<file path="config.mk">
export PLATFORM = sky130hd
export DESIGN_NAME = scalar_issue_flat
export DESIGN_NICKNAME = d
export VERILOG_FILES = /design/src/rtl/scalar_issue_pkg.sv /design/src/rtl/scalar_issue_if.sv /design/src/rtl/sc_age_matrix.sv /design/src/rtl/scalar_issue.sv /design/src/flat_wrapper.sv
export SDC_FILE = /design/constraint.sdc
export NUM_CORES = 1
export LEC_CHECK = 0
export BUFFER_PORTS_ARGS = -buffer_cell sky130_fd_sc_hd__buf_4
export CORE_ASPECT_RATIO = 1.1
export CORE_MARGIN = 4
export CORE_UTILIZATION = 50
export DETAILED_ROUTE_END_ITERATION = 8
export PLACE_DENSITY = 0.81
export SLEW_MARGIN = 15
export SYNTH_ARGS = -nofsm -noshare
export SYNTH_HDL_FRONTEND = slang
export SYNTH_SLANG_ARGS = --single-unit
</file>
<file path="constraint.sdc">
create_clock -name clk -period 3.2 [get_ports clk]
set_input_delay 0.16 -clock clk [delete_from_list [all_inputs] [get_ports clk]]
set_output_delay 0.16 -clock clk [all_outputs]
set_load 0.005 [all_outputs]
</file>
<file path="src/rtl/scalar_issue_pkg.sv">
// rtl/scalar_issue_pkg.sv - shared types and constants for the scalar issue stage
package scalar_issue_pkg;

    localparam int NUM_SFU = 3;
    localparam int TAG_W   = 2;

    typedef logic [TAG_W-1:0] tag_t;

    localparam tag_t TAG_NONE = '0;

    typedef enum logic [1:0] {
        FU_ALU = 2'd0,
        FU_MUL = 2'd1,
        FU_DIV = 2'd2
    } fu_scalar_t;

    typedef struct packed {
        logic [3:0] op;
        logic [4:0] rd;
        logic [4:0] rs1;
        logic [4:0] rs2;
    } fust_s_row_t;

    typedef struct packed {
        fust_s_row_t [NUM_SFU-1:0] row;
    } fust_s_t;

    typedef struct packed {
        logic [1:0]  fu;
        fust_s_row_t row;
    } issue_s_t;

endpackage

</file>
<file path="src/rtl/scalar_issue_if.sv">
// rtl/scalar_issue_if.sv - dispatch, writeback, FU-ready and issue signals of the scalar issue stage
interface scalar_issue_if;
    import scalar_issue_pkg::*;

    logic                disp_en;
    fu_scalar_t          disp_fu;
    tag_t                disp_t1;
    tag_t                disp_t2;
    fust_s_t             fust;
    logic                wb_valid;
    tag_t                wb_tag;
    logic [NUM_SFU-1:0]  fu_ready;
    logic                flush;
    logic [NUM_SFU-1:0]  busy;
    logic                issue_valid;
    issue_s_t            issue_pkt;

    modport master (
        output disp_en, disp_fu, disp_t1, disp_t2, fust, wb_valid, wb_tag, fu_ready, flush,
        input  busy, issue_valid, issue_pkt
    );

    modport slave (
        input  disp_en, disp_fu, disp_t1, disp_t2, fust, wb_valid, wb_tag, fu_ready, flush,
        output busy, issue_valid, issue_pkt
    );

endinterface

</file>
<file path="src/rtl/sc_age_matrix.sv">
// rtl/sc_age_matrix.sv - older-than matrix picking the oldest requesting row
module sc_age_matrix
    import scalar_issue_pkg::*;
(
    input  logic               clk,
    input  logic               clr_all,
    input  logic               set_young,
    input  logic [1:0]         set_idx,
    input  logic               clr,
    input  logic [1:0]         clr_idx,
    input  logic [NUM_SFU-1:0] req,
    output logic [NUM_SFU-1:0] oldest
);

    // older[i][j] set means row i was dispatched before row j
    logic [NUM_SFU-1:0] older [NUM_SFU];
    logic [NUM_SFU-1:0] blocked;

    always_ff @(posedge clk) begin
        for (int i = 0; i < NUM_SFU; i++) begin
            for (int j = 0; j < NUM_SFU; j++) begin
                if (clr_all) begin
                    older[i][j] <= 1'b0;
                end else if (clr && (int'(clr_idx) == i || int'(clr_idx) == j)) begin
                    older[i][j] <= 1'b0;
                end else if (set_young && int'(set_idx) == i) begin
                    older[i][j] <= 1'b0;
                end else if (set_young && int'(set_idx) == j && i != j) begin
                    older[i][j] <= 1'b1;
                end
            end
        end
    end

    always_comb begin
        blocked = '0;
        oldest  = '0;
        for (int i = 0; i < NUM_SFU; i++) begin
            for (int j = 0; j < NUM_SFU; j++) begin
                if (j != i && req[j] && older[j][i]) begin
                    blocked[i] = 1'b1;
                end
            end
            oldest[i] = req[i] & ~blocked[i];
        end
    end

endmodule

</file>
<file path="src/rtl/scalar_issue.sv">
// rtl/scalar_issue.sv - scalar issue stage: operand wakeup, oldest-ready select, registered issue packet
module scalar_issue
    import scalar_issue_pkg::*;
(
    input  logic           clk,
    input  logic           rst,
    scalar_issue_if.slave  sif
);

    logic [NUM_SFU-1:0] busy_q;
    tag_t               t1q [NUM_SFU];
    tag_t               t2q [NUM_SFU];
    logic               issue_valid_q;
    issue_s_t           issue_pkt_q;

    logic [NUM_SFU-1:0] ready;
    logic [NUM_SFU-1:0] cand;
    logic [NUM_SFU-1:0] oldest;
    logic [1:0]         sel;
    logic               disp_ok;

    function automatic logic woken(tag_t t, logic v, tag_t w);
        return v && (w != TAG_NONE) && (t == w);
    endfunction

    // readiness includes wakeup by this cycle's writeback
    always_comb begin
        ready = '0;
        for (int i = 0; i < NUM_SFU; i++) begin
            ready[i] = busy_q[i]
                     & ((t1q[i] == TAG_NONE) | woken(t1q[i], sif.wb_valid, sif.wb_tag))
                     & ((t2q[i] == TAG_NONE) | woken(t2q[i], sif.wb_valid, sif.wb_tag));
        end
    end

    assign cand    = ready & sif.fu_ready;
    assign disp_ok = sif.disp_en && (int'(sif.disp_fu) < NUM_SFU);

    always_comb begin
        sel = '0;
        for (int i = 0; i < NUM_SFU; i++) begin
            if (oldest[i]) begin
                sel = 2'(i);
            end
        end
    end

    sc_age_matrix u_age (
        .clk       (clk),
        .clr_all   (rst | sif.flush),
        .set_young (disp_ok),
        .set_idx   (sif.disp_fu),
        .clr       (|cand),
        .clr_idx   (sel),
        .req       (cand),
        .oldest    (oldest)
    );

    always_ff @(posedge clk) begin
        if (rst) begin
            busy_q        <= '0;
            issue_valid_q <= 1'b0;
            issue_pkt_q   <= '0;
            for (int i = 0; i < NUM_SFU; i++) begin
                t1q[i] <= TAG_NONE;
                t2q[i] <= TAG_NONE;
            end
        end else if (sif.flush) begin
            busy_q        <= '0;
            issue_valid_q <= 1'b0;
            for (int i = 0; i < NUM_SFU; i++) begin
                t1q[i] <= TAG_NONE;
                t2q[i] <= TAG_NONE;
            end
        end else begin
            for (int i = 0; i < NUM_SFU; i++) begin
                if (woken(t1q[i], sif.wb_valid, sif.wb_tag)) t1q[i] <= TAG_NONE;
                if (woken(t2q[i], sif.wb_valid, sif.wb_tag)) t2q[i] <= TAG_NONE;
            end
            if (|cand) begin
                busy_q[sel]   <= 1'b0;
                issue_valid_q <= 1'b1;
                issue_pkt_q   <= '{fu: sel, row: sif.fust.row[sel]};
            end else begin
                issue_valid_q <= 1'b0;
            end
            // dispatch targets an idle row, so it never collides with the issuing row
            if (disp_ok) begin
                busy_q[sif.disp_fu] <= 1'b1;
                t1q[sif.disp_fu] <= woken(sif.disp_t1, sif.wb_valid, sif.wb_tag) ? TAG_NONE : sif.disp_t1;
                t2q[sif.disp_fu] <= woken(sif.disp_t2, sif.wb_valid, sif.wb_tag) ? TAG_NONE : sif.disp_t2;
            end
        end
    end

    assign sif.busy        = busy_q;
    assign sif.issue_valid = issue_valid_q;
    assign sif.issue_pkt   = issue_pkt_q;

endmodule

</file>
<file path="src/flat_wrapper.sv">
// flat-port wrapper written by rule: the top's interface ports become plain ports
module scalar_issue_flat import scalar_issue_pkg::*;
  (clk, rst, sif_disp_en, sif_disp_fu, sif_disp_t1, sif_disp_t2, sif_fust, sif_wb_valid, sif_wb_tag, sif_fu_ready, sif_flush, sif_busy, sif_issue_valid, sif_issue_pkt);
  scalar_issue_if sif_i ();
  input  logic clk;
  input  logic rst;
  input wire logic [$bits(sif_i.disp_en)-1:0] sif_disp_en;
  input wire logic [$bits(sif_i.disp_fu)-1:0] sif_disp_fu;
  input wire logic [$bits(sif_i.disp_t1)-1:0] sif_disp_t1;
  input wire logic [$bits(sif_i.disp_t2)-1:0] sif_disp_t2;
  input wire logic [$bits(sif_i.fust)-1:0] sif_fust;
  input wire logic [$bits(sif_i.wb_valid)-1:0] sif_wb_valid;
  input wire logic [$bits(sif_i.wb_tag)-1:0] sif_wb_tag;
  input wire logic [$bits(sif_i.fu_ready)-1:0] sif_fu_ready;
  input wire logic [$bits(sif_i.flush)-1:0] sif_flush;
  output wire logic [$bits(sif_i.busy)-1:0] sif_busy;
  output wire logic [$bits(sif_i.issue_valid)-1:0] sif_issue_valid;
  output wire logic [$bits(sif_i.issue_pkt)-1:0] sif_issue_pkt;
  assign sif_i.disp_en = sif_disp_en;
  assign sif_i.disp_fu = sif_disp_fu;
  assign sif_i.disp_t1 = sif_disp_t1;
  assign sif_i.disp_t2 = sif_disp_t2;
  assign sif_i.fust = sif_fust;
  assign sif_i.wb_valid = sif_wb_valid;
  assign sif_i.wb_tag = sif_wb_tag;
  assign sif_i.fu_ready = sif_fu_ready;
  assign sif_i.flush = sif_flush;
  assign sif_busy = sif_i.busy;
  assign sif_issue_valid = sif_i.issue_valid;
  assign sif_issue_pkt = sif_i.issue_pkt;
  scalar_issue u_core (.clk(clk), .rst(rst), .sif(sif_i));
endmodule
</file>
; ---- Word-level counts from Yosys, hierarchy flattened
; Memory sizes are Yosys's and may differ from the RTL's.
; Cells that the tools add are included.
[totals]
reg_bits = 25
ram_bits = 21
inputBits = 73
elab_cells = 287
mem_count = 3
[mem_list]
columns = name, words, word_bits, read_ports, rd_ports_with_merged_regs, write_ports, line
row1 = u_core.u_age.older, 3, 3, 3, 0, 3, sc_age_matrix.sv:16  ; logic [NUM_SFU-1:0] older [NUM_SFU];
row2 = u_core.t1q, 3, 2, 3, 0, 4, scalar_issue.sv:11  ; tag_t t1q [NUM_SFU];
row3 = u_core.t2q, 3, 2, 3, 0, 4, scalar_issue.sv:12  ; tag_t t2q [NUM_SFU];
[classes]
magnitude_cmp = 5
eq_ne = 12
muxes = 162
bitwise = 58
n_reduce_logical = 40
[ops]
columns = operator, count
row1 = 2-to-1 mux 1 bit, 139
row2 = OR 1 bit, 43
row3 = binary-select mux 19 bit (select 2 bit), 1
row4 = 2-to-1 mux 2 bit, 15
row5 = logical AND 1 bit, 25
row6 = 2-to-1 mux 19 bit, 1
row7 = equality test 2 bit, 8
row8 = logical NOT 2 bit, 8
row9 = 2-to-1 mux 3 bit, 4
row10 = AND 1 bit, 8
row11 = "equality test 2 bit, second input constant", 4
row12 = AND 3 bit, 2
row13 = "less-than comparator 2 x 3 -> 1 bit, second input constant", 2
row14 = demux 1 bit (select 2 bit), 2
row15 = ">= comparator 2 x 1 -> 1 bit, second input constant", 2
row16 = logical OR 1 bit, 3
row17 = inverter 1 bit, 3
row18 = inverter 3 bit, 1
row19 = OR 3 bit, 1
row20 = OR reduction 3 bit, 1
row21 = "less-than comparator 2 bit, second input constant", 1
row22 = AND reduction 2 bit, 1
row23 = nonzero test 2 bit, 1
row24 = OR reduction 2 bit, 1

; ---- Longest topological paths before layout
[depth]
ltp_word = 25
mapped_depth = 9

; ---- By module
; From an unflattened synthesis, not the netlist that was laid out.
[unflattened]
cells_unflattened = 362
hier_area_um2 = 3133.0
[by_module_without_submodules]
columns = module, n_inst, cells_per_inst, area_each_um2, seq_area_each_um2
row1 = scalar_issue, 1, 326, 2706.3, 860.8
row2 = sc_age_matrix, 1, 36, 426.7, 180.2

; ---- Worst setup path after synthesis
; OpenSTA, ideal clock, no wires.
[synth_timing]
path_type = flip-flop to flip-flop
start = mem u_core.t2q[0][1] in the netlist's numbering
end = mem u_core.u_age.older[1][2] (enable)
setup_ps = 254
arrival_time_ps = 1972
t_required_ps = 2946
slack_ps = 975
path_stages_with_launch = 8
period_less_slack_ps = 2225
path_cell_list = edfxtp_1 o21ai_1 o221ai_2 a2111o_1 o221a_1 buf_6 nand2b_4 or3_1
[synth_lines]
columns = element, line
row1 = from (decl), scalar_issue.sv:12
row2 = to (decl), sc_age_matrix.sv:16

==> flow_summary_export.csv <==
group,metric,value,unit
timing,rsz0062_at_grt,"no",
power,seq_power_share,0.526,
job,max-cap-violations,0,
global_routing,antenna_found_initial,0,
routing,wl,7.02,mm
cts,numCtsBuffers,5,
layout,layout-drive-gt1-share,0.319,
floorplanning,die_w,77.1,um
yosys,synth.most_common_cell,"dfxtp_1",
yosys,yosysTopAreaCellShare,0.190,
cts,cts-root-buf,"clkbuf_8",
place,io_buffers,97,
critical_path,arrival,2.65,ns
status,status,"complete, no violations",
cts,cts_max_level,2,
yosys,synth_area_leaders,"dfxtp_1 19%, edfxtp_1 18%, mux2i_1 7.6%, o221ai_1 6.7%, nand4b_1 6.3%",
power,finalPower,0.00109,W
power,p_sw,0.000273,W
layout,num-fill-cells,421,
power,internal_power,0.000813,W
global_routing,grt_pass1_wl,11.2,mm
cts,cts_tree,"built",
cts,path_clk_slew,0.08,ns
routing,vias,2512,
yosys,syn_inst,278,
routing,dr.pass1.iters,4,
floorplanning,initial_core_util,0.522,
routing,drc,0,
critical_path,crit_path_max_fanout,21,
floorplanning,core,0.00503,mm2
timing,drv_slew,0,
global_routing,grt_max_degree,45,
yosys,yosys_most_used_dff,"dfxtp_1",
cts,clk_latency,0.29,ns
global_routing,grt_overflow,0,
routing,viasPerCell,5.91,
yosys,synth-edff-count,16,
timing,max_freq,380,MHz
critical_path,start_kind,"flip-flop",
place,place.gp.congestion,0.872,
power,ir_drop,0.000188,V
timing,fin_tns_setup,0,ns
timing,fin_skew,0.00570,ns
yosys,synth_largest_area_cell,"dfxtp_1",
timing,min_period,2.63,ns
routing,drtAntennaViolNets,0,
timing,layout_worst_path_cycle_share,0.822,
critical_path,ff2ff_setup_slack,0.57,ns
critical_path,endpoint_kind,"flip-flop",
timing,finalSetupViolations,0,
worst_hold_path,hp-class,"in -> reg",
layout,diodes,0,
timing,hold_violations,0,
yosys,syn_area,0.00263,mm2
cts,clock_sink_count,41,
yosys,syn_area_per_cell,9.45,um2
power,p_per_area,318,mW/mm2
critical_path,cp.required,3.22,ns
power,swShare,0.251,
cts,cts_buffer_depth,2,
routing,drt_iter0_drc,159,
timing,tightestPinTransition,0.578,ns
yosys,yosysSeqAreaShare,0.373,
yosys,syn_nets,351,
floorplanning,num_rows,27,
layout,finalNetCount,439,
layout,area_growth,30.2,%
floorplanning,die_y,84.0,um
routing,wl_per_cell,16.5,um
cts,ctsHoldBuffers,0,
floorplanning,die_area,0.00648,mm2
power,power_frac_comb,0.172,
cts,post_cts_resize_count,0,
cts,post_cts_buffers,0,
yosys,synth.distinct_cells,47,
critical_path,critical_path_class,"reg -> reg",
global_routing,grt_usage,0.212,
timing,max_slew_margin,0.611,
yosys,synth-seq-cells,41,
power,clkPwrFrac,0.302,
yosys,async_flop_share,0,
yosys,synthTopCellsByCount,"25 x dfxtp_1, 24 x nand2b_1, 23 x nor2_1",
place,place_hpwl,5.31,mm
floorplanning,pin_count,98,
yosys,ys.warnings.count,0,
power,p_leak,1.35,nW
global_routing,grt_pass1_vias,2439,
-- final cells by class --
type	instances	area [um2]	share of cell area
multi-input combinational	213	1510	0.443
sequential	41	981	0.287
timing repair buffer	101	758	0.222
clock buffer	7	76.3	0.0223
tap	58	72.6	0.0212
inverter	4	15.0	0.00439
clock inverter	1	3.75	0.00110
-- power by group through the flow --
| stage | logic (W) | clock network (W) | registers [W] |
|---|---|---|---|
| 2_1_floorplan | 0.0000930 | 0 | 0.000580 |
| 4_1_cts | 0.000187 | 0.000335 | 0.000571 |
| 3_3_place_gp | 0.000183 | 0 | 0.000582 |
| 3_5_place_dp | 0.000186 | 0 | 0.000583 |
| 6_report | 0.000187 | 0.000328 | 0.000571 |
| 5_1_grt | 0.000203 | 0.000354 | 0.000574 |
-- critical path: stages, from the launching register on --
cell	delay (ns)
edfxtp_1	0.45
o21ai_0	0.17
o221ai_1	0.18
a2111oi_4	0.55
o221a_1	0.33
buf_4	0.36
nand2b_4	0.21
or3_1	0.11
-- registers in the layout, summed over array words and instances, names as in the netlist --
name,flops
u_core.sif.issue_pkt,21
u_core.t1q,6
u_core.sif.issue_valid,1
u_core.t2q,6
u_core.sif.busy,3
u_core.u_age.older,4
-- layer usage --
layer | up-vias | global-route usage | share of wire | routed length (um)
li1 | 1221 | - | - | -
met5 | - | 0 | 0 | 0
met4 | 0 | 0.0647 | 0.016 | 110
met1 | 1175 | 0.251 | 0.41 | 2860
met2 | 104 | 0.369 | 0.50 | 3540
met3 | 12 | 0.0583 | 0.072 | 508
-- through the flow --
step / instance area (um2) / instances / hold WS [ns] / utilization / worst slack (ns)
finish: 3420 / 425 / 0.0758 / 0.680 / 0.568
global route: 3420 / 425 / 0.0794 / 0.680 / 0.407
CTS: 3420 / 425 / 0.0738 / 0.680 / 0.534
detailed placement: 3340 / 417 / 0.383 / 0.664 / 0.542
global placement: 3340 / 417 / 0.365 / 0.664 / 0.632
floorplan: 2630 / 278 / 0.239 / - / 0.975
-- cells in the final DEF (no fill, tap or decap), types with 2 or more instances in the layout --
master	n
buf_4	101
dfxtp_1	25
nand2b_1	24
nor2_1	23
o221ai_1	20
mux2i_1	20
nand2_1	19
nand4b_1	19
o21ai_0	16
edfxtp_1	16
nor2b_1	7
nand3_1	7
a21boi_0	5
a21o_1	5
clkbuf_8	5
inv_1	4
or3_1	4
xnor2_1	4
xor2_1	4
and3_1	3
or2_2	3
a211oi_1	2
o211ai_1	2
a2111oi_4	2
nor3_1	2
a21oi_1	2
nand4_1	2
clkbuf_1	2
-- path summary, 6_finish.rpt --
| kind | from | to | cells after the start |
|---|---|---|---|
| worst min-delay path | sif_flush | u_core.sif.issue_valid$_SDFF_PN0_ | 2 |
| worst max-delay path | u_core.t2q[1][1]$_SDFFCE_PN0P_ | u_core.u_age.older[2][1]$_DFFE_PP_ | 7 |
| worst max register to register | u_core.t2q[1][1]$_SDFFCE_PN0P_ | u_core.u_age.older[2][1]$_DFFE_PP_ | 7 |
| worst min register to register | u_core.sif.issue_pkt[19]$_SDFFE_PP0P_ | u_core.sif.issue_pkt[19]$_SDFFE_PP0P_ | 2 |
-- kinds of logic (layout without fill, tap and decap cells) --
| logic type | count (synthesis) | in the layout | synth area share |
|---|---|---|---|
| compound gates | 66 | 66 | 0.205 |
| xor+xnor | 8 | 8 | 0.0267 |
| buf+inv | 24 | 113 | 0.0529 |
| mux | 20 | 20 | 0.0762 |
| simple gates | 119 | 119 | 0.266 |
| flops | 41 | 41 | 0.373 |
Note: power is estimated with default switching activity, not from simulation.
